===== src/rtl/dmem_req_ctrl_pkg.sv =====
//============================================================================
// dmem_req_ctrl_pkg : mem_op bit positions, bus size codes, FSM encodings
// Rev 1.0
//============================================================================
`default_nettype none

package dmem_req_ctrl_pkg;

  // mem_op is one-hot {sb,sh,sw,lb,lbu,lh,lhu,lw}, MSB first
  localparam int c_op_sb  = 7;
  localparam int c_op_sh  = 6;
  localparam int c_op_sw  = 5;
  localparam int c_op_lb  = 4;
  localparam int c_op_lbu = 3;
  localparam int c_op_lh  = 2;
  localparam int c_op_lhu = 1;
  localparam int c_op_lw  = 0;

  localparam logic [1:0] c_dsize_b = 2'd0;
  localparam logic [1:0] c_dsize_h = 2'd1;
  localparam logic [1:0] c_dsize_w = 2'd2;

  localparam logic [2:0] c_st_idle   = 3'd0;
  localparam logic [2:0] c_st_req    = 3'd1;
  localparam logic [2:0] c_st_wait   = 3'd2;
  localparam logic [2:0] c_st_hold   = 3'd3;
  localparam logic [2:0] c_st_cancel = 3'd4;

endpackage

`default_nettype wire


===== src/rtl/dmem_req_ctrl_store_fmt.sv =====
//============================================================================
// dmem_store_fmt : mem_op + addr[1:0] + store data -> size, strobes, wdata, errors
// Rev 1.0
//============================================================================
`default_nettype none

module dmem_store_fmt
  import dmem_req_ctrl_pkg::*;
(
  input  logic [7:0]  mem_op,
  input  logic [1:0]  addr_lo,
  input  logic [31:0] store_data,
  output logic        is_store,
  output logic [1:0]  size,
  output logic [3:0]  wstrb,
  output logic [31:0] wdata,
  output logic        addr_err_load,
  output logic        addr_err_store
);

  logic w_op_h;
  logic w_op_w;

  always_comb begin
    w_op_h   = mem_op[c_op_sh] | mem_op[c_op_lh] | mem_op[c_op_lhu];
    w_op_w   = mem_op[c_op_sw] | mem_op[c_op_lw];
    is_store = mem_op[c_op_sb] | mem_op[c_op_sh] | mem_op[c_op_sw];
    size     = w_op_w ? c_dsize_w : (w_op_h ? c_dsize_h : c_dsize_b);
    wstrb    = 4'b0000;
    wdata    = 32'h0;
    if (mem_op[c_op_sb]) begin
      wstrb = 4'b0001 << addr_lo;
      wdata = {4{store_data[7:0]}};
    end else if (mem_op[c_op_sh]) begin
      wstrb = addr_lo[1] ? 4'b1100 : 4'b0011;
      wdata = {2{store_data[15:0]}};
    end else if (mem_op[c_op_sw]) begin
      wstrb = 4'b1111;
      wdata = store_data;
    end
    addr_err_load  = ((mem_op[c_op_lh] | mem_op[c_op_lhu]) & addr_lo[0])
                   | (mem_op[c_op_lw] & (|addr_lo));
    addr_err_store = (mem_op[c_op_sh] & addr_lo[0]) | (mem_op[c_op_sw] & (|addr_lo));
  end

endmodule

`default_nettype wire


===== src/rtl/dmem_req_ctrl.sv =====
//============================================================================
// dmem_req_ctrl : single-outstanding data-side SRAM-like bus master
// Rev 1.0
//============================================================================
`default_nettype none

module dmem_req_ctrl
  import dmem_req_ctrl_pkg::*;
#(
  parameter int ADDR_W = 32,
  parameter int DATA_W = 32
) (
  input  logic              clk,
  input  logic              resetn,
  input  logic              flush,
  input  logic              stall_next,
  input  logic              req_valid,
  input  logic [7:0]        mem_op,
  input  logic [ADDR_W-1:0] vaddr,
  input  logic [DATA_W-1:0] store_data,
  output logic              addr_err_load,
  output logic              addr_err_store,
  output logic              stallreq,
  output logic              data_req,
  output logic              data_wr,
  output logic [1:0]        data_size,
  output logic [ADDR_W-1:0] data_addr,
  output logic [3:0]        data_wstrb,
  output logic [DATA_W-1:0] data_wdata,
  input  logic              data_addr_ok,
  input  logic              data_data_ok,
  input  logic [DATA_W-1:0] data_rdata,
  output logic              resp_valid,
  output logic [DATA_W-1:0] resp_rdata
);

  logic [2:0]        r_state;
  logic [2:0]        w_next;
  logic              r_flushed;
  logic              r_wr;
  logic [1:0]        r_size;
  logic [ADDR_W-1:0] r_addr;
  logic [3:0]        r_wstrb;
  logic [DATA_W-1:0] r_wdata;
  logic [DATA_W-1:0] r_buf;

  logic              w_is_store;
  logic [1:0]        w_size;
  logic [3:0]        w_wstrb;
  logic [DATA_W-1:0] w_wdata;
  logic              w_err_ld;
  logic              w_err_st;
  logic              w_accept;
  logic              w_kill;
  logic              w_done;
  logic              w_ld_done;

  dmem_store_fmt u_fmt (
    .mem_op         (mem_op),
    .addr_lo        (vaddr[1:0]),
    .store_data     (store_data),
    .is_store       (w_is_store),
    .size           (w_size),
    .wstrb          (w_wstrb),
    .wdata          (w_wdata),
    .addr_err_load  (w_err_ld),
    .addr_err_store (w_err_st)
  );

  assign addr_err_load  = req_valid & w_err_ld;
  assign addr_err_store = req_valid & w_err_st;
  assign w_accept = (r_state == c_st_idle) & req_valid & ~flush & (|mem_op) & ~w_err_ld & ~w_err_st;
  // A flush seen while the request is still on the bus kills it once accepted
  assign w_kill    = r_flushed | flush;
  assign w_done    = ((r_state == c_st_req) & data_addr_ok & data_data_ok & ~w_kill)
                   | ((r_state == c_st_wait) & data_data_ok & ~flush);
  assign w_ld_done = w_done & ~r_wr;

  always_ff @(posedge clk or negedge resetn) begin
    if (!resetn) r_state <= c_st_idle;
    else         r_state <= w_next;
  end

  always_comb begin
    w_next = r_state;
    case (r_state)
      c_st_idle:   if (w_accept) w_next = c_st_req;
      c_st_req: begin
        if (data_addr_ok && data_data_ok)
          w_next = (w_ld_done && stall_next) ? c_st_hold : c_st_idle;
        else if (data_addr_ok)
          w_next = w_kill ? c_st_cancel : c_st_wait;
      end
      c_st_wait: begin
        if (data_data_ok) w_next = (w_ld_done && stall_next) ? c_st_hold : c_st_idle;
        else if (flush)   w_next = c_st_cancel;
      end
      c_st_hold:   if (flush || !stall_next) w_next = c_st_idle;
      c_st_cancel: if (data_data_ok) w_next = c_st_idle;
      default:     w_next = c_st_idle;
    endcase
  end

  always_comb begin
    data_req   = 1'b0;
    stallreq   = 1'b0;
    resp_valid = 1'b0;
    resp_rdata = '0;
    case (r_state)
      c_st_idle:   stallreq = w_accept;
      c_st_req: begin
        data_req = 1'b1;
        stallreq = 1'b1;
      end
      c_st_wait:   stallreq = 1'b1;
      c_st_hold:   resp_valid = ~flush;
      c_st_cancel: stallreq = req_valid;
      default:     ;
    endcase
    if (w_ld_done && !stall_next) begin
      resp_valid = 1'b1;
      resp_rdata = data_rdata;
    end else if (resp_valid) begin
      resp_rdata = r_buf;
    end
  end

  always_ff @(posedge clk or negedge resetn) begin
    if (!resetn) begin
      r_flushed <= 1'b0;
      r_wr      <= 1'b0;
      r_size    <= 2'd0;
      r_addr    <= '0;
      r_wstrb   <= 4'd0;
      r_wdata   <= '0;
      r_buf     <= '0;
    end else begin
      r_flushed <= (r_state == c_st_req) & ~data_addr_ok & w_kill;
      if (w_accept) begin
        r_wr    <= w_is_store;
        r_size  <= w_size;
        r_addr  <= vaddr;
        r_wstrb <= w_wstrb;
        r_wdata <= w_wdata;
      end
      if (w_ld_done && stall_next)
        r_buf <= data_rdata;
      else if (r_state == c_st_hold && w_next == c_st_idle)
        r_buf <= '0;
    end
  end

  assign data_wr    = r_wr;
  assign data_size  = r_size;
  assign data_addr  = r_addr;
  assign data_wstrb = r_wstrb;
  assign data_wdata = r_wdata;

endmodule

`default_nettype wire


===== config.mk =====
export PLATFORM = sky130hd
export DESIGN_NAME = dmem_req_ctrl
export DESIGN_NICKNAME = d
export VERILOG_FILES = /design/src/rtl/dmem_req_ctrl_pkg.sv /design/src/rtl/dmem_req_ctrl_store_fmt.sv /design/src/rtl/dmem_req_ctrl.sv
export SDC_FILE = /design/constraint.sdc
export NUM_CORES = 1
export LEC_CHECK = 0
export CAP_MARGIN = 15
export CELL_PAD_IN_SITES_DETAIL_PLACEMENT = 1
export CELL_PAD_IN_SITES_GLOBAL_PLACEMENT = 1
export CORE_ASPECT_RATIO = 0.6
export CORE_MARGIN = 8
export CORE_UTILIZATION = 32
export DETAILED_ROUTE_END_ITERATION = 8
export MAX_ROUTING_LAYER = met4
export PLACE_DENSITY_LB_ADDON = 0.1
export SETUP_SLACK_MARGIN = 0.3
export SYNTH_ARGS = -nofsm -noshare
export SYNTH_HDL_FRONTEND = slang
export SYNTH_SLANG_ARGS = --single-unit
export TNS_END_PERCENT = 100

===== constraint.sdc =====
create_clock -name clk -period 2.8 [get_ports clk]
set_clock_uncertainty 0.1 [all_clocks]
set_input_delay 0.28 -clock clk [delete_from_list [all_inputs] [get_ports clk]]
set_output_delay 0.28 -clock clk [all_outputs]
set_load 0.005 [all_outputs]

==> results.cfg, run 1 <==
[cells_and_area]
fin_nets = 810
fillers = 1713
regArea_um2 = 2680
final_common_cell = clkdlybuf4s50_1
multiInputGateArea_um2 = 2260
fin_area_um2 = 7930
layout_common_cells = clkdlybuf4s50_1, dfrtp_1, nand2_1
drive_gt1_share_pct = 22.6
areaGrowthSynthToFinish_pct = 54.9

[worst_hold_path]
hold_class = input pin to flip-flop

[floorplan]
fp.dieW_um = 179
fp.dieArea_um2 = 20400
ios = 219
rows = 35
initial_core_util_pct = 33.0
fp.dieH_um = 114
core_area_um2 = 15500

[placed_design]
place_ws_ns = -0.101
dpl.hpwl_um = 13700
place_area_um2 = 7590
place.gp.congestion = 0.846
portBuffers = 218

[grt]
grt_first_pass_wirelength_um = 28600
grt_max_degree = 67
grt_usage_pct = 18.5
antenna_found_initial = 1
grt_overflow = 0
grt_pass1_vias = 5004

[sta]
worst_slack_ns = 0.332
finalCriticalPeriod_ns = 2.47
hold_viol = 0
rsz0062_at_grt = true
setup_violations = 0
setup_tns_ns = 0
relSlewSlack_pct = 47.7
fin_hold_ws_ns = 0.337
drv_slew = 0
fmax_mhz = 405
min_period_over_period_pct = 88.2
tightestPinTransition_ns = 0.785

[clocking]
cts_buffers = 9
clock_latency_ns = 0.34
htreeDepth = 3
cts_root_buffer = clkbuf_16
clkSinkCount = 107
cts_tree = yes
clockBufferDepth = 2
clk_pin_slew_ns = 0.07

[route]
drt_wl_total_um = 18800
routedWlPerCell_um = 20.7
vias_per_cell = 4.98
route.detailed.drc = 0
dr.first_iter.drc_count = 237
drtPass1Iterations = 5
vias = 4525
ant_nets = 0

[power]
p_leak_nw = 3.40
peakVddDrop_uv = 384
powerDensity_nw_per_um2 = 603

[synthesis]
seq_area_frac_synth_pct = 52.3
synthArstFlopShare_pct = 100
synth.largest_area_cell = dfrtp_1
yosysUniqueCellTypes = 41
syn_inst = 472
synth_seq_cells = 107
synth-edff-count = 0
synth_area_leaders = dfrtp_1, mux2_2, a22o_1
synth_area_um2 = 5120
syn_nets = 583
synth_warnings = 0
synthDominantCellAreaShare_pct = 52.3
syn_area_per_cell_um2 = 10.8
synth_flop_cell = dfrtp_1

[setup_path]
critPathCaptureType = primary output
crit_path_start_kind = flip-flop
slowest_delay_ns = 0.44
path_cells = nor4bb_4 > o211ai_1 > nor2_2 > buf_6 > buf_16 > buf_8 > a22o_1 > buf_2
cp.arrival_ns = 2.09
crit_required_ns = 2.42
cp_max_fo = 7
critPathKind = flip-flop to primary output
critPathSlowestCell = dfrtp_2

[outcome]
status = complete, no violations

[job]
max_cap_violations = 0
cell usage after synthesis (all sizes together) (3+ instances only):
cell / number
a21oi: 3
a22o: 41
a22oi: 7
buf: 10
clkbuf: 24
dfrtp: 107
inv: 7
mux2: 69
nand2: 94
nor2: 11
nor2b: 11
nor3: 3
o21ai: 53
final cells by class:
| type | instances | share of cell area (%) |
|---|---|---|
| Clock buffer | 11 | 3.06 |
| Timing Repair Buffer | 250 | 30.4 |
| Multi-Input combinational cell | 324 | 28.6 |
| Sequential cell | 107 | 33.8 |
| Clock inverter | 5 | 0.584 |
| Tap cell | 203 | 3.20 |
| Antenna cell | 1 | 0.0316 |
| Inverter | 7 | 0.331 |
routing by layer:
layer | track usage (%) | part of all wire (%) | up-vias
met5 | - | 0 | -
met4 | 3.09 | 0.80 | 0
met1 | 23.6 | 46 | 2237
met2 | 27.5 | 44 | 137
met3 | 7.62 | 9.3 | 12
li1 | - | - | 2139
report_power, final:
part | internal [mW] | switching, mW | total, mW | leakage (nW)
clock | 0.644 | 0.589 | 1.23 | 0.142
combinational | 0.980 | 0.496 | 1.48 | 1.89
sequential | 1.89 | 0.185 | 2.07 | 1.37
registers in the layout, summed over array words and instances (netlist names):
name / flops
data_addr: 32
data_size: 2
data_wdata: 32
data_wr: 1
data_wstrb: 4
r_buf: 32
r_flushed: 1
r_state: 3
timing repair:
item,4_1_cts,5_1_grt
gates cloned,1,3
hold buffers,1,0
gates resized for setup,45,78
pin swaps,5,10
hold endpoints to repair,56,0
buffers inserted,5,1
endpoints found under the setup margin,34,71
worst max-delay path: cells and delay by family, from the launching register on:
| family | cells | cell delay, ns |
|---|---|---|
| and+or+nand+nor | 2 | 0.51 |
| buffers and inverters | 4 | 0.50 |
| DFF | 1 | 0.44 |
| AOI/OAI and AO/OA | 2 | 0.30 |
final timing paths:
path | startpoint | to | slack (ns) | cells past startpoint
max | r_state[1]$_DFF_PN0_ | resp_rdata[31] | 0.33 | 8
min | data_addr_ok | r_flushed$_DFF_PN0_ | 0.34 | 2
max reg2reg | r_state[1]$_DFF_PN0_ | data_wdata[21]$_DFFE_PN0P_ | 0.42 | 8
min reg2reg | data_addr[26]$_DFFE_PN0P_ | data_addr[26]$_DFFE_PN0P_ | 0.39 | 1
max in group asynchronous | resetn | r_flushed$_DFF_PN0_ | 1.35 | 3
min in group asynchronous | resetn | data_addr[25]$_DFFE_PN0P_ | 0.45 | 2
logic make-up after synthesis:
| logic type | Yosys count | synth area share [%] |
|---|---|---|
| compound gates | 120 | 16.2 |
| buf+inv | 41 | 4.28 |
| flops | 107 | 52.3 |
| mux | 71 | 15.6 |
| simple gates | 133 | 11.6 |
stage by stage:
stage	utilization [%]	std cells	total power [mW]
global route	51.1	908	5.06
global placement	48.9	880	3.55
detailed placement	48.9	880	3.59
finish	51.1	908	4.78
floorplan	-	472	2.50
CTS	51.2	903	4.87
Note: power is estimated with default switching activity, not from simulation.
==> inputs of run 2 (changes only) <==
Settings changed: CAP_MARGIN 15 to 20.
==> results of run 2 <==
Same layout as run 1: the final DEF is identical, and so are final timing and power.
